$ cat src/rtl/ex_pkg.sv
`default_nettype none
//------------------------------------------------------------------------------
// Module   : ex_pkg
// Purpose  : Shared types and constants for the ex_stage_mc execute stage:
//            ALU opcode encodings, FSM state type, forward-select codes.
// Revision : 1.0 - initial release
//------------------------------------------------------------------------------
package ex_pkg;

    typedef enum logic [3:0] {
        OP_ADD  = 4'd0,
        OP_SUB  = 4'd1,
        OP_AND  = 4'd2,
        OP_OR   = 4'd3,
        OP_XOR  = 4'd4,
        OP_NOR  = 4'd5,
        OP_SLT  = 4'd6,
        OP_SLTU = 4'd7,
        OP_SLL  = 4'd8,
        OP_SRL  = 4'd9,
        OP_MUL  = 4'd10,
        OP_DIVU = 4'd11,
        OP_REMU = 4'd12
    } alu_op_e;

    typedef enum logic [0:0] {
        ST_IDLE = 1'b0,
        ST_BUSY = 1'b1
    } ex_state_e;

    localparam logic [1:0] FWD_RF  = 2'd0;
    localparam logic [1:0] FWD_MEM = 2'd1;
    localparam logic [1:0] FWD_WB  = 2'd2;

    // True for opcodes handled by the iterative MUL/DIV unit
    function automatic logic is_multi(input logic [3:0] op);
        return (op == OP_MUL) || (op == OP_DIVU) || (op == OP_REMU);
    endfunction

endpackage
`default_nettype wire

$ cat src/rtl/ex_muldiv_iter.sv
`default_nettype none
//------------------------------------------------------------------------------
// Module   : ex_muldiv_iter
// Purpose  : Iterative unsigned multiplier (shift-add, low WIDTH bits) and
//            restoring divider. One iteration per cycle, WIDTH iterations.
//            o_done/o_result are combinational during the final iteration so
//            the caller can register the answer on that same edge.
// Revision : 1.0 - initial release
//------------------------------------------------------------------------------
module ex_muldiv_iter
    import ex_pkg::*;
#(
    parameter int WIDTH = 32,
    parameter int CNT_W = $clog2(WIDTH)
) (
    input  logic             clk,
    input  logic             rst_n,
    input  logic             i_start,
    input  logic [3:0]       i_op,
    input  logic [WIDTH-1:0] i_a,
    input  logic [WIDTH-1:0] i_b,
    input  logic             i_flush,
    output logic             o_done,
    output logic [WIDTH-1:0] o_result
);

    localparam logic [CNT_W-1:0] C_LAST = CNT_W'(WIDTH - 1);

    // MUL: r_x = accumulator, r_y = shifted multiplicand, r_z = multiplier
    // DIV: r_x = partial remainder, r_y = dividend/quotient, r_z = divisor
    logic             r_busy;
    logic [CNT_W-1:0] r_cnt;
    logic             r_is_mul;
    logic             r_is_rem;
    logic [WIDTH-1:0] r_x;
    logic [WIDTH-1:0] r_y;
    logic [WIDTH-1:0] r_z;

    logic [WIDTH-1:0] w_acc_next;
    logic [WIDTH:0]   w_rem_shift;
    logic [WIDTH:0]   w_diff;
    logic             w_fits;
    logic [WIDTH-1:0] w_rem_next;
    logic [WIDTH-1:0] w_quo_next;

    // One shift-add step and one restoring-division step
    always_comb begin
        w_acc_next  = r_x + (r_z[0] ? r_y : '0);
        w_rem_shift = {r_x, r_y[WIDTH-1]};
        w_diff      = w_rem_shift - {1'b0, r_z};
        w_fits      = ~w_diff[WIDTH];
        w_rem_next  = w_fits ? w_diff[WIDTH-1:0] : w_rem_shift[WIDTH-1:0];
        w_quo_next  = {r_y[WIDTH-2:0], w_fits};
    end

    assign o_done   = r_busy && (r_cnt == C_LAST);
    assign o_result = r_is_mul ? w_acc_next : (r_is_rem ? w_rem_next : w_quo_next);

    // Iteration state: load on start, step while busy, drop on flush
    always_ff @(posedge clk or negedge rst_n) begin
        if (!rst_n) begin
            r_busy   <= 1'b0;
            r_cnt    <= '0;
            r_is_mul <= 1'b0;
            r_is_rem <= 1'b0;
            r_x      <= '0;
            r_y      <= '0;
            r_z      <= '0;
        end else if (i_flush) begin
            r_busy <= 1'b0;
            r_cnt  <= '0;
            r_x    <= '0;
            r_y    <= '0;
            r_z    <= '0;
        end else if (i_start) begin
            r_busy   <= 1'b1;
            r_cnt    <= '0;
            r_is_mul <= (i_op == OP_MUL);
            r_is_rem <= (i_op == OP_REMU);
            r_x      <= '0;
            r_y      <= i_a;
            r_z      <= i_b;
        end else if (r_busy) begin
            r_cnt <= o_done ? '0 : r_cnt + CNT_W'(1);
            if (o_done) begin
                r_busy <= 1'b0;
            end
            if (r_is_mul) begin
                r_x <= w_acc_next;
                r_y <= {r_y[WIDTH-2:0], 1'b0};
                r_z <= {1'b0, r_z[WIDTH-1:1]};
            end else begin
                r_x <= w_rem_next;
                r_y <= w_quo_next;
            end
        end
    end

endmodule
`default_nettype wire

$ cat src/rtl/ex_stage_mc.sv
`default_nettype none
//------------------------------------------------------------------------------
// Module   : ex_stage_mc
// Purpose  : MIPS execute stage: MEM/WB operand forwarding, single-cycle ALU,
//            iterative MUL/DIVU/REMU with upstream stall, EX/MEM register.
// Revision : 1.0 - initial release
//------------------------------------------------------------------------------
module ex_stage_mc
    import ex_pkg::*;
#(
    parameter int WIDTH      = 32,
    parameter int REG_ADDR_W = 5
) (
    input  logic                  clk,
    input  logic                  rst,
    input  logic                  in_valid,
    input  logic                  flush,
    input  logic [3:0]            alu_op,
    input  logic                  alu_src,
    input  logic                  reg_dst,
    input  logic                  mem_read,
    input  logic                  mem_write,
    input  logic                  reg_write,
    input  logic                  mem_to_reg,
    input  logic [REG_ADDR_W-1:0] rs,
    input  logic [REG_ADDR_W-1:0] rt,
    input  logic [REG_ADDR_W-1:0] rd,
    input  logic [WIDTH-1:0]      rs_data,
    input  logic [WIDTH-1:0]      rt_data,
    input  logic [WIDTH-1:0]      imm,
    input  logic                  mem_reg_write,
    input  logic [REG_ADDR_W-1:0] mem_dest,
    input  logic [WIDTH-1:0]      mem_fwd_data,
    input  logic                  wb_reg_write,
    input  logic [REG_ADDR_W-1:0] wb_dest,
    input  logic [WIDTH-1:0]      wb_fwd_data,
    output logic                  stall,
    output logic                  out_valid,
    output logic [WIDTH-1:0]      out_res,
    output logic [WIDTH-1:0]      out_store,
    output logic [REG_ADDR_W-1:0] out_dest,
    output logic                  out_mem_read,
    output logic                  out_mem_write,
    output logic                  out_reg_write,
    output logic                  out_mem_to_reg
);

    localparam int CNT_W = $clog2(WIDTH);

    ex_state_e             r_state;
    logic [REG_ADDR_W-1:0] r_hold_dest;
    logic [WIDTH-1:0]      r_hold_store;
    logic                  r_hold_mr;
    logic                  r_hold_mw;
    logic                  r_hold_rw;
    logic                  r_hold_m2r;

    logic [1:0]            w_sel_a;
    logic [1:0]            w_sel_b;
    logic [WIDTH-1:0]      w_fwd_a;
    logic [WIDTH-1:0]      w_fwd_b;
    logic [WIDTH-1:0]      w_b;
    logic [CNT_W-1:0]      w_shamt;
    logic [WIDTH-1:0]      w_alu;
    logic [REG_ADDR_W-1:0] w_dest;
    logic                  w_is_multi;
    logic                  w_accept;
    logic                  w_md_done;
    logic [WIDTH-1:0]      w_md_result;

    // Forward-source selection; MEM wins over WB, r0 is never forwarded
    always_comb begin
        w_sel_a = FWD_RF;
        if (mem_reg_write && (mem_dest != '0) && (mem_dest == rs)) begin
            w_sel_a = FWD_MEM;
        end else if (wb_reg_write && (wb_dest != '0) && (wb_dest == rs)) begin
            w_sel_a = FWD_WB;
        end
        w_sel_b = FWD_RF;
        if (mem_reg_write && (mem_dest != '0) && (mem_dest == rt)) begin
            w_sel_b = FWD_MEM;
        end else if (wb_reg_write && (wb_dest != '0) && (wb_dest == rt)) begin
            w_sel_b = FWD_WB;
        end
    end

    // Forwarding data muxes
    always_comb begin
        case (w_sel_a)
            FWD_MEM: w_fwd_a = mem_fwd_data;
            FWD_WB:  w_fwd_a = wb_fwd_data;
            default: w_fwd_a = rs_data;
        endcase
        case (w_sel_b)
            FWD_MEM: w_fwd_b = mem_fwd_data;
            FWD_WB:  w_fwd_b = wb_fwd_data;
            default: w_fwd_b = rt_data;
        endcase
    end

    assign w_b        = alu_src ? imm : w_fwd_b;
    assign w_shamt    = imm[CNT_W-1:0];
    assign w_dest     = reg_dst ? rd : rt;
    assign w_is_multi = is_multi(alu_op);
    assign w_accept   = ~flush && (r_state == ST_IDLE) && in_valid && w_is_multi;

    // Single-cycle ALU; multi-cycle and unused codes give 0 here
    always_comb begin
        w_alu = '0;
        case (alu_op)
            OP_ADD:  w_alu = w_fwd_a + w_b;
            OP_SUB:  w_alu = w_fwd_a - w_b;
            OP_AND:  w_alu = w_fwd_a & w_b;
            OP_OR:   w_alu = w_fwd_a | w_b;
            OP_XOR:  w_alu = w_fwd_a ^ w_b;
            OP_NOR:  w_alu = ~(w_fwd_a | w_b);
            OP_SLT:  w_alu = {{(WIDTH-1){1'b0}}, ($signed(w_fwd_a) < $signed(w_b))};
            OP_SLTU: w_alu = {{(WIDTH-1){1'b0}}, (w_fwd_a < w_b)};
            OP_SLL:  w_alu = w_fwd_b << w_shamt;
            OP_SRL:  w_alu = w_fwd_b >> w_shamt;
            default: w_alu = '0;
        endcase
    end

    ex_muldiv_iter #(
        .WIDTH (WIDTH),
        .CNT_W (CNT_W)
    ) u_muldiv (
        .clk      (clk),
        .rst_n    (rst),
        .i_start  (w_accept),
        .i_op     (alu_op),
        .i_a      (w_fwd_a),
        .i_b      (w_b),
        .i_flush  (flush),
        .o_done   (w_md_done),
        .o_result (w_md_result)
    );

    // Stall covers the accept cycle plus every BUSY cycle except the last
    assign stall = rst && ~flush && (w_accept || ((r_state == ST_BUSY) && ~w_md_done));

    // FSM: accept multi-cycle op, hold its metadata, return to IDLE on done/flush
    always_ff @(posedge clk or negedge rst) begin
        if (!rst) begin
            r_state      <= ST_IDLE;
            r_hold_dest  <= '0;
            r_hold_store <= '0;
            r_hold_mr    <= 1'b0;
            r_hold_mw    <= 1'b0;
            r_hold_rw    <= 1'b0;
            r_hold_m2r   <= 1'b0;
        end else if (flush) begin
            r_state <= ST_IDLE;
        end else begin
            case (r_state)
                ST_IDLE: begin
                    if (w_accept) begin
                        r_state      <= ST_BUSY;
                        r_hold_dest  <= w_dest;
                        r_hold_store <= w_fwd_b;
                        r_hold_mr    <= mem_read;
                        r_hold_mw    <= mem_write;
                        r_hold_rw    <= reg_write;
                        r_hold_m2r   <= mem_to_reg;
                    end
                end
                ST_BUSY: begin
                    if (w_md_done) begin
                        r_state <= ST_IDLE;
                    end
                end
                default: r_state <= ST_IDLE;
            endcase
        end
    end

    // EX/MEM register: bubble (all zeros) unless a result is ready this edge
    always_ff @(posedge clk or negedge rst) begin
        if (!rst) begin
            out_valid      <= 1'b0;
            out_res        <= '0;
            out_store      <= '0;
            out_dest       <= '0;
            out_mem_read   <= 1'b0;
            out_mem_write  <= 1'b0;
            out_reg_write  <= 1'b0;
            out_mem_to_reg <= 1'b0;
        end else begin
            out_valid      <= 1'b0;
            out_res        <= '0;
            out_store      <= '0;
            out_dest       <= '0;
            out_mem_read   <= 1'b0;
            out_mem_write  <= 1'b0;
            out_reg_write  <= 1'b0;
            out_mem_to_reg <= 1'b0;
            if (!flush) begin
                if (r_state == ST_BUSY) begin
                    if (w_md_done) begin
                        out_valid      <= 1'b1;
                        out_res        <= w_md_result;
                        out_store      <= r_hold_store;
                        out_dest       <= r_hold_dest;
                        out_mem_read   <= r_hold_mr;
                        out_mem_write  <= r_hold_mw;
                        out_reg_write  <= r_hold_rw;
                        out_mem_to_reg <= r_hold_m2r;
                    end
                end else if (in_valid && !w_is_multi) begin
                    out_valid      <= 1'b1;
                    out_res        <= w_alu;
                    out_store      <= w_fwd_b;
                    out_dest       <= w_dest;
                    out_mem_read   <= mem_read;
                    out_mem_write  <= mem_write;
                    out_reg_write  <= reg_write;
                    out_mem_to_reg <= mem_to_reg;
                end
            end
        end
    end

endmodule
`default_nettype wire

$ cat config.mk
export PLATFORM = sky130hd
export DESIGN_NAME = ex_stage_mc
export DESIGN_NICKNAME = d
export VERILOG_FILES = /design/src/rtl/ex_pkg.sv /design/src/rtl/ex_muldiv_iter.sv /design/src/rtl/ex_stage_mc.sv
export SDC_FILE = /design/constraint.sdc
export NUM_CORES = 1
export LEC_CHECK = 0
export CORE_ASPECT_RATIO = 0.5
export CORE_MARGIN = 5
export CORE_UTILIZATION = 40
export DETAILED_ROUTE_END_ITERATION = 10
export HOLD_SLACK_MARGIN = 0.12
export PLACE_DENSITY = 0.59
export SETUP_SLACK_MARGIN = 0.15
export SYNTH_ARGS = -nofsm -noshare
export SYNTH_HDL_FRONTEND = slang
export SYNTH_SLANG_ARGS = --single-unit
$ cat constraint.sdc
create_clock -name clk -period 8.69 [get_ports clk]
set_input_delay 1.738 -clock clk [delete_from_list [all_inputs] [get_ports clk]]
set_output_delay 1.738 -clock clk [all_outputs]
set_load 0.05 [all_outputs]
### Word level (Yosys, flattened, before mapping)

Cells that the tools add are included.

| word-level totals | value |
|---|---|
| bits in registers | 220 |
| output and inout bits | 75 |

| operators by class | value |
|---|---|
| add/subtract/negate cells | 5 |
| magnitude comparators | 2 |
| equal/unequal tests | 21 |
| shifts and indexed selects | 2 |
| muxes and demuxes | 68 |
| bitwise operators | 8 |
| reduce and logical (&&, ||, !) cells | 26 |

Operator list:

| operator | number |
|---|---|
| 32-bit two-way mux | 24 |
| 32-bit case mux with 10 select lines | 1 |
| 32-bit case mux with 2 select lines | 2 |
| 32-bit adder | 2 |
| 32-bit less-than comparator | 2 |
| 5-bit two-way mux | 9 |
| 33-bit by 32-bit subtractor with 33-bit output | 1 |
| 32-bit bitwise AND | 1 |
| 32-bit inverter | 1 |
| 32-bit OR | 1 |
| 32-bit by 5-bit << shifter with 32-bit output | 1 |
| 32-bit by 5-bit right shift with 32-bit output | 1 |
| 32-bit subtractor | 1 |
| 32-bit XOR | 1 |
| 1-bit two-way mux | 27 |
| 4-bit equality test (second input constant) | 5 |
| 5-bit equality test | 4 |
| 4-bit by 3-bit equality test with 1-bit output (second input constant) | 4 |
| 1-bit logical AND | 14 |
| 5-bit nonzero test | 2 |
| 4-bit by 2-bit equality test with 1-bit output (second input constant) | 2 |
| 2-bit two-way mux | 4 |
| 3-bit nonzero test | 2 |
| 5-bit by 1-bit adder with 5-bit output (second input constant) | 1 |
| 11 further kinds | 19 |

### Logic depth before layout (Yosys ltp)

| logic depth | value |
|---|---|
| word-level depth | 14 |
| depth in mapped cells | 23 |
| gate-level depth less buffers | 20 |

### Hierarchy

Synthesis repeated with hierarchy kept, for this count alone.

| unflattened totals | value |
|---|---|
| cells, all modules | 3165 |
| area, all modules | 24649.9 um^2 |

Modules (own cells, without submodules):

| module | instances | cells each | area an instance (um^2) | sequential area each (um^2) |
|---|---|---|---|---|
| ex_stage_mc | 1 | 1985 | 15255.9 | 2902.8 |
| ex_muldiv_iter | 1 | 1180 | 9394.0 | 2602.5 |

### Least setup slack after synthesis

No wires, ideal clock.

| timing | value |
|---|---|
| path kind | input to register |
| from | in wb_dest[1] |
| to | reg out_res[0] |
| arrival | 6.239 ns |
| data required time | 8.570 ns |
| setup slack | 2.332 ns |
| cell stages on the path | 21 |
| path through | or4_4 -> o21ai_4 -> buf_4 -> nor4_1 -> buf_2 -> mux2i_1 -> o21ai_0 -> inv_1 -> ha_1 -> fa_1 -> nor2_1 -> o221ai_1 -> a21oi_1 -> a211oi_1 -> a2111oi_0 -> o21ai_0 -> nand3b_1 -> a21oi_1 -> o41ai_1 -> o2111ai_1 -> and3_1 |

| between the ends | value |
|---|---|
| longest elaborated chain between the ends | 14 |

RTL lines:

| what | RTL line | text |
|---|---|---|
| from (decl) | ex_stage_mc.sv:35 | `input logic [REG_ADDR_W-1:0] wb_dest,` |
| parallel branches: the longest is 10 deep, another holds 32-bit subtractor | n/a |  |
| 32-bit case mux with 10 select lines * | ex_stage_mc.sv:110 | `case (alu_op)` |
| 32-bit two-way mux * | ex_stage_mc.sv:210 | `end else if (in_valid && !w_is_multi) begin` |
| 32-bit two-way mux * | ex_stage_mc.sv:199 | `if (r_state == ST_BUSY) begin` |
| 32-bit two-way mux * | ex_stage_mc.sv:198 | `if (!flush) begin` |
| to (signal assigned) | ex_stage_mc.sv:202 | `out_res <= w_md_result;` |
| to (signal assigned) | ex_stage_mc.sv:212 | `out_res <= w_alu;` |
| to (decl) | ex_stage_mc.sv:39 | `output logic [WIDTH-1:0] out_res,` |

Mark *: on every way between the ends.
A chain may end at the register's enable or synchronous reset.

### Final worst setup path

| timing | value |
|---|---|
| from | in wb_dest[0] |
| to | reg out_res[0] |

The elaborated chain is that of the path after synthesis.

==> results.sh <==
export IMPL_cp_required_ps=9160
export IMPL_clock_sinks=220
export IMPL_hold_buffers=0
export IMPL_ys_seq_area_share_pct=22.7
export IMPL_drtIter0Drc=3252
export IMPL_synth_cells=3140
export IMPL_fp_dieW_um=358
export IMPL_power_density_nw_per_um2=155
export IMPL_report_final_slew_viol_count=0
export IMPL_postCtsSetupBuffers=0
export IMPL_cp_arrival_ps=8600
export IMPL_synth_top_area_share_pct=22.7
export IMPL_synthDistinctLibCells=95
export IMPL_first_pass_iters=6
export IMPL_critPathMostFrequentCell="a21oi_1"
export IMPL_antenna_found_initial=8
export IMPL_finalPower_mw=4.45
export IMPL_cts_repair_resized=0
export IMPL_tritoncts_num_buffers=23
export IMPL_avgSynthCellArea_um2=7.71
export IMPL_synthFlopType="dfrtp_1"
export IMPL_hpwl_mm=94.1
export IMPL_grt_pass1_vias=24500
export IMPL_syn_nets=3509
export IMPL_portBuffers=275
export IMPL_grt_overflow=0
export IMPL_vias=26400
export IMPL_cts_buffer_depth=3
export IMPL_fp_coreArea_um2=59600
export IMPL_initial_utilization_pct=40.7
export IMPL_drc=0
export IMPL_ys_async_sr_fraction_pct=100
export IMPL_path_cells="clkdlybuf4s50_1, xnor2_1, nand4_1, buf_4, o31ai_1, a31o_2, nor2_1, a21oi_1, inv_1, ha_1, fa_1, nor2_1, o221ai_1, a21oi_1, a211oi_1, a2111oi_0, o21ai_0, nand3b_1, a21oi_1, o41ai_1, o2111ai_1, and3_1"
export IMPL_fin_tns_setup_ps=0
export IMPL_mostFrequentLayoutCell="nand2_1"
export IMPL_num_rows=63
export IMPL_report_final_setup_viol=0
export IMPL_skew_ps=11.3
export IMPL_final_cell_mix="nand2_1, a21oi_1, clkdlybuf4s50_1"
export IMPL_routed_wirelength_mm=119
export IMPL_cp_max_fo=10
export IMPL_yosysTopAreaCell="dfrtp_1"
export IMPL_cts_max_level=1
export IMPL_insertion_delay_ps=580
export IMPL_wl_per_cell_um=28.7
export IMPL_grt_setup_unrepaired="no"
export IMPL_area_growth_syn_to_layout_pct=18.6
export IMPL_seq_area_um2=5510
export IMPL_slew_headroom_pct=16.6
export IMPL_grt_max_degree=160
export IMPL_hp_class="reg -> reg"
export IMPL_grt_pass1_wl_mm=172
export IMPL_die_y_um=184
export IMPL_vias_per_cell=6.35
export IMPL_synth_area_top_cells="dfrtp_1, mux2i_1, ha_1"
export IMPL_leakage_nw=12.3
export IMPL_holdWs_ps=475
export IMPL_cp_end_kind="flip-flop"
export IMPL_ys_warnings_count=0
export IMPL_maxCapViolations=0
export IMPL_synth_edf_count=0
export IMPL_multi_input_area_um2=17300
export IMPL_status="completed"
export IMPL_vdd_ir_drop_max_v=0.000277
export IMPL_yosys_register_bits=220
export IMPL_cts_root_buf="clkbuf_16"
export IMPL_pin_count=276
export IMPL_final_layout_size_suffix_gt1_share_pct=8.54
export IMPL_clk_pin_slew_ps=70
export IMPL_cts_tree="done"
export IMPL_cp_slowest_cell="a2111oi_0"
export IMPL_hold_viol_final=0
export IMPL_fin_nets=3690
export IMPL_crit_type="in -> reg"
export IMPL_worstMarginPinSlew_ps=1250
export IMPL_grt_usage_pct=35.0
export IMPL_fill_cells=5993
export IMPL_fmax_mhz=123
export IMPL_fp_dieArea_um2=65900
export IMPL_crit_path_max_incr_delay_ps=910
export IMPL_gp_congestion=1.06
export IMPL_netlist_area_um2=24200
export IMPL_worst_setup_path_start_kind="input port"
export IMPL_fin_crit_sh_pct=93.6
export IMPL_min_period_ps=8130
export IMPL_ant_nets=0
final timing paths:
kind	from	endpoint	slack [ps]	cells after the start
min in group asynchronous	rst	out_store[12]$_DFF_PN0_	1030	1
min reg2reg	r_hold_mw$_DFFE_PN0P_	r_hold_mw$_DFFE_PN0P_	480	2
max in group asynchronous	rst	u_muldiv.r_x[20]$_DFFE_PN0P_	6020	3
max reg2reg	u_muldiv.r_z[0]$_DFFE_PN0P_	u_muldiv.r_y[0]$_DFFE_PN0P_	2870	13
min	r_hold_mw$_DFFE_PN0P_	r_hold_mw$_DFFE_PN0P_	480	2
max	wb_dest[0]	out_res[0]$_DFF_PN0_	560	22
area by class of cell:
cell class | count | area share (%)
Timing Repair Buffer | 388 | 12.5
Clock buffer | 26 | 2.08
Inverter | 147 | 1.92
Sequential cell | 220 | 19.2
Tap cell | 812 | 3.54
Clock inverter | 15 | 0.649
Antenna cell | 1 | 0.00871
Multi-Input combinational cell | 2541 | 60.2
power breakdown:
part	internal (mW)	switching, mW	leakage [nW]
sequential	1.11	0.0600	2.97
combinational	0.796	1.41	8.95
clock	0.592	0.486	0.362
critical path, delay by kind of cell:
| kind | cells | cell delay [ps] |
|---|---|---|
| compound gates | 11 | 3750 |
| simple gates | 5 | 1130 |
| buf+inv | 3 | 1090 |
| fa+ha+maj | 2 | 690 |
| xor+xnor | 1 | 180 |
through the flow:
stage	setup slack, ps	utilization [%]	instance area (µm²)	cells
after floorplan	2330	-	24200	3140
after global placement	278	46.9	28000	4108
after detailed placement	103	46.9	28000	4108
after CTS	698	48.2	28700	4149
after global routing	223	48.2	28700	4149
final	559	48.2	28700	4150
synthesized netlist by cell type, types with 7 or more instances:
| master | number |
|---|---|
| clkbuf_1 | 182 |
| a211oi_1 | 81 |
| buf_1 | 27 |
| mux2_2 | 23 |
| ha_1 | 164 |
| o21ai_1 | 13 |
| o211ai_1 | 25 |
| a221oi_1 | 46 |
| xnor2_1 | 71 |
| o31ai_1 | 44 |
| o22ai_1 | 36 |
| a31o_2 | 20 |
| a31oi_2 | 17 |
| o21ai_0 | 234 |
| a21o_1 | 46 |
| or2_2 | 8 |
| buf_2 | 12 |
| nor2_1 | 251 |
| nand4_1 | 44 |
| dfrtp_1 | 220 |
| xor2_1 | 31 |
| inv_1 | 143 |
| a211o_1 | 8 |
| a21oi_1 | 269 |
| nor4_1 | 41 |
| mux4_2 | 14 |
| o221ai_1 | 16 |
| nand3_1 | 55 |
| mux2i_1 | 227 |
| nor2b_1 | 19 |
| a31oi_1 | 39 |
| nand2b_1 | 18 |
| or4_1 | 7 |
| a221o_1 | 7 |
| o21a_1 | 23 |
| o21bai_1 | 19 |
| nand2_1 | 366 |
| or3_1 | 41 |
| and3_1 | 23 |
| nor3_1 | 47 |
| and2_1 | 38 |
logic make-up after synthesis:
family / share of synthesized area, %
AO/OA/AOI/OAI: 27.7
XOR/XNOR: 3.69
adder cells (fa/ha/maj): 8.80
buffers and inverters: 6.20
flip-flops: 22.7
multiplexers: 12.2
AND/OR/NAND/NOR: 18.6
routing by layer:
layer	track usage, %	part of all wire (%)	up-vias	wire length (µm)
li1	-	-	11900	-
met4	6.69	2.4	6	2850
met1	53.1	46	12800	54700
met3	10.1	12	165	14300
met2	49.0	40	1506	47000
met5	0	0.038	-	45
Power figures use the tool's default switching activity.
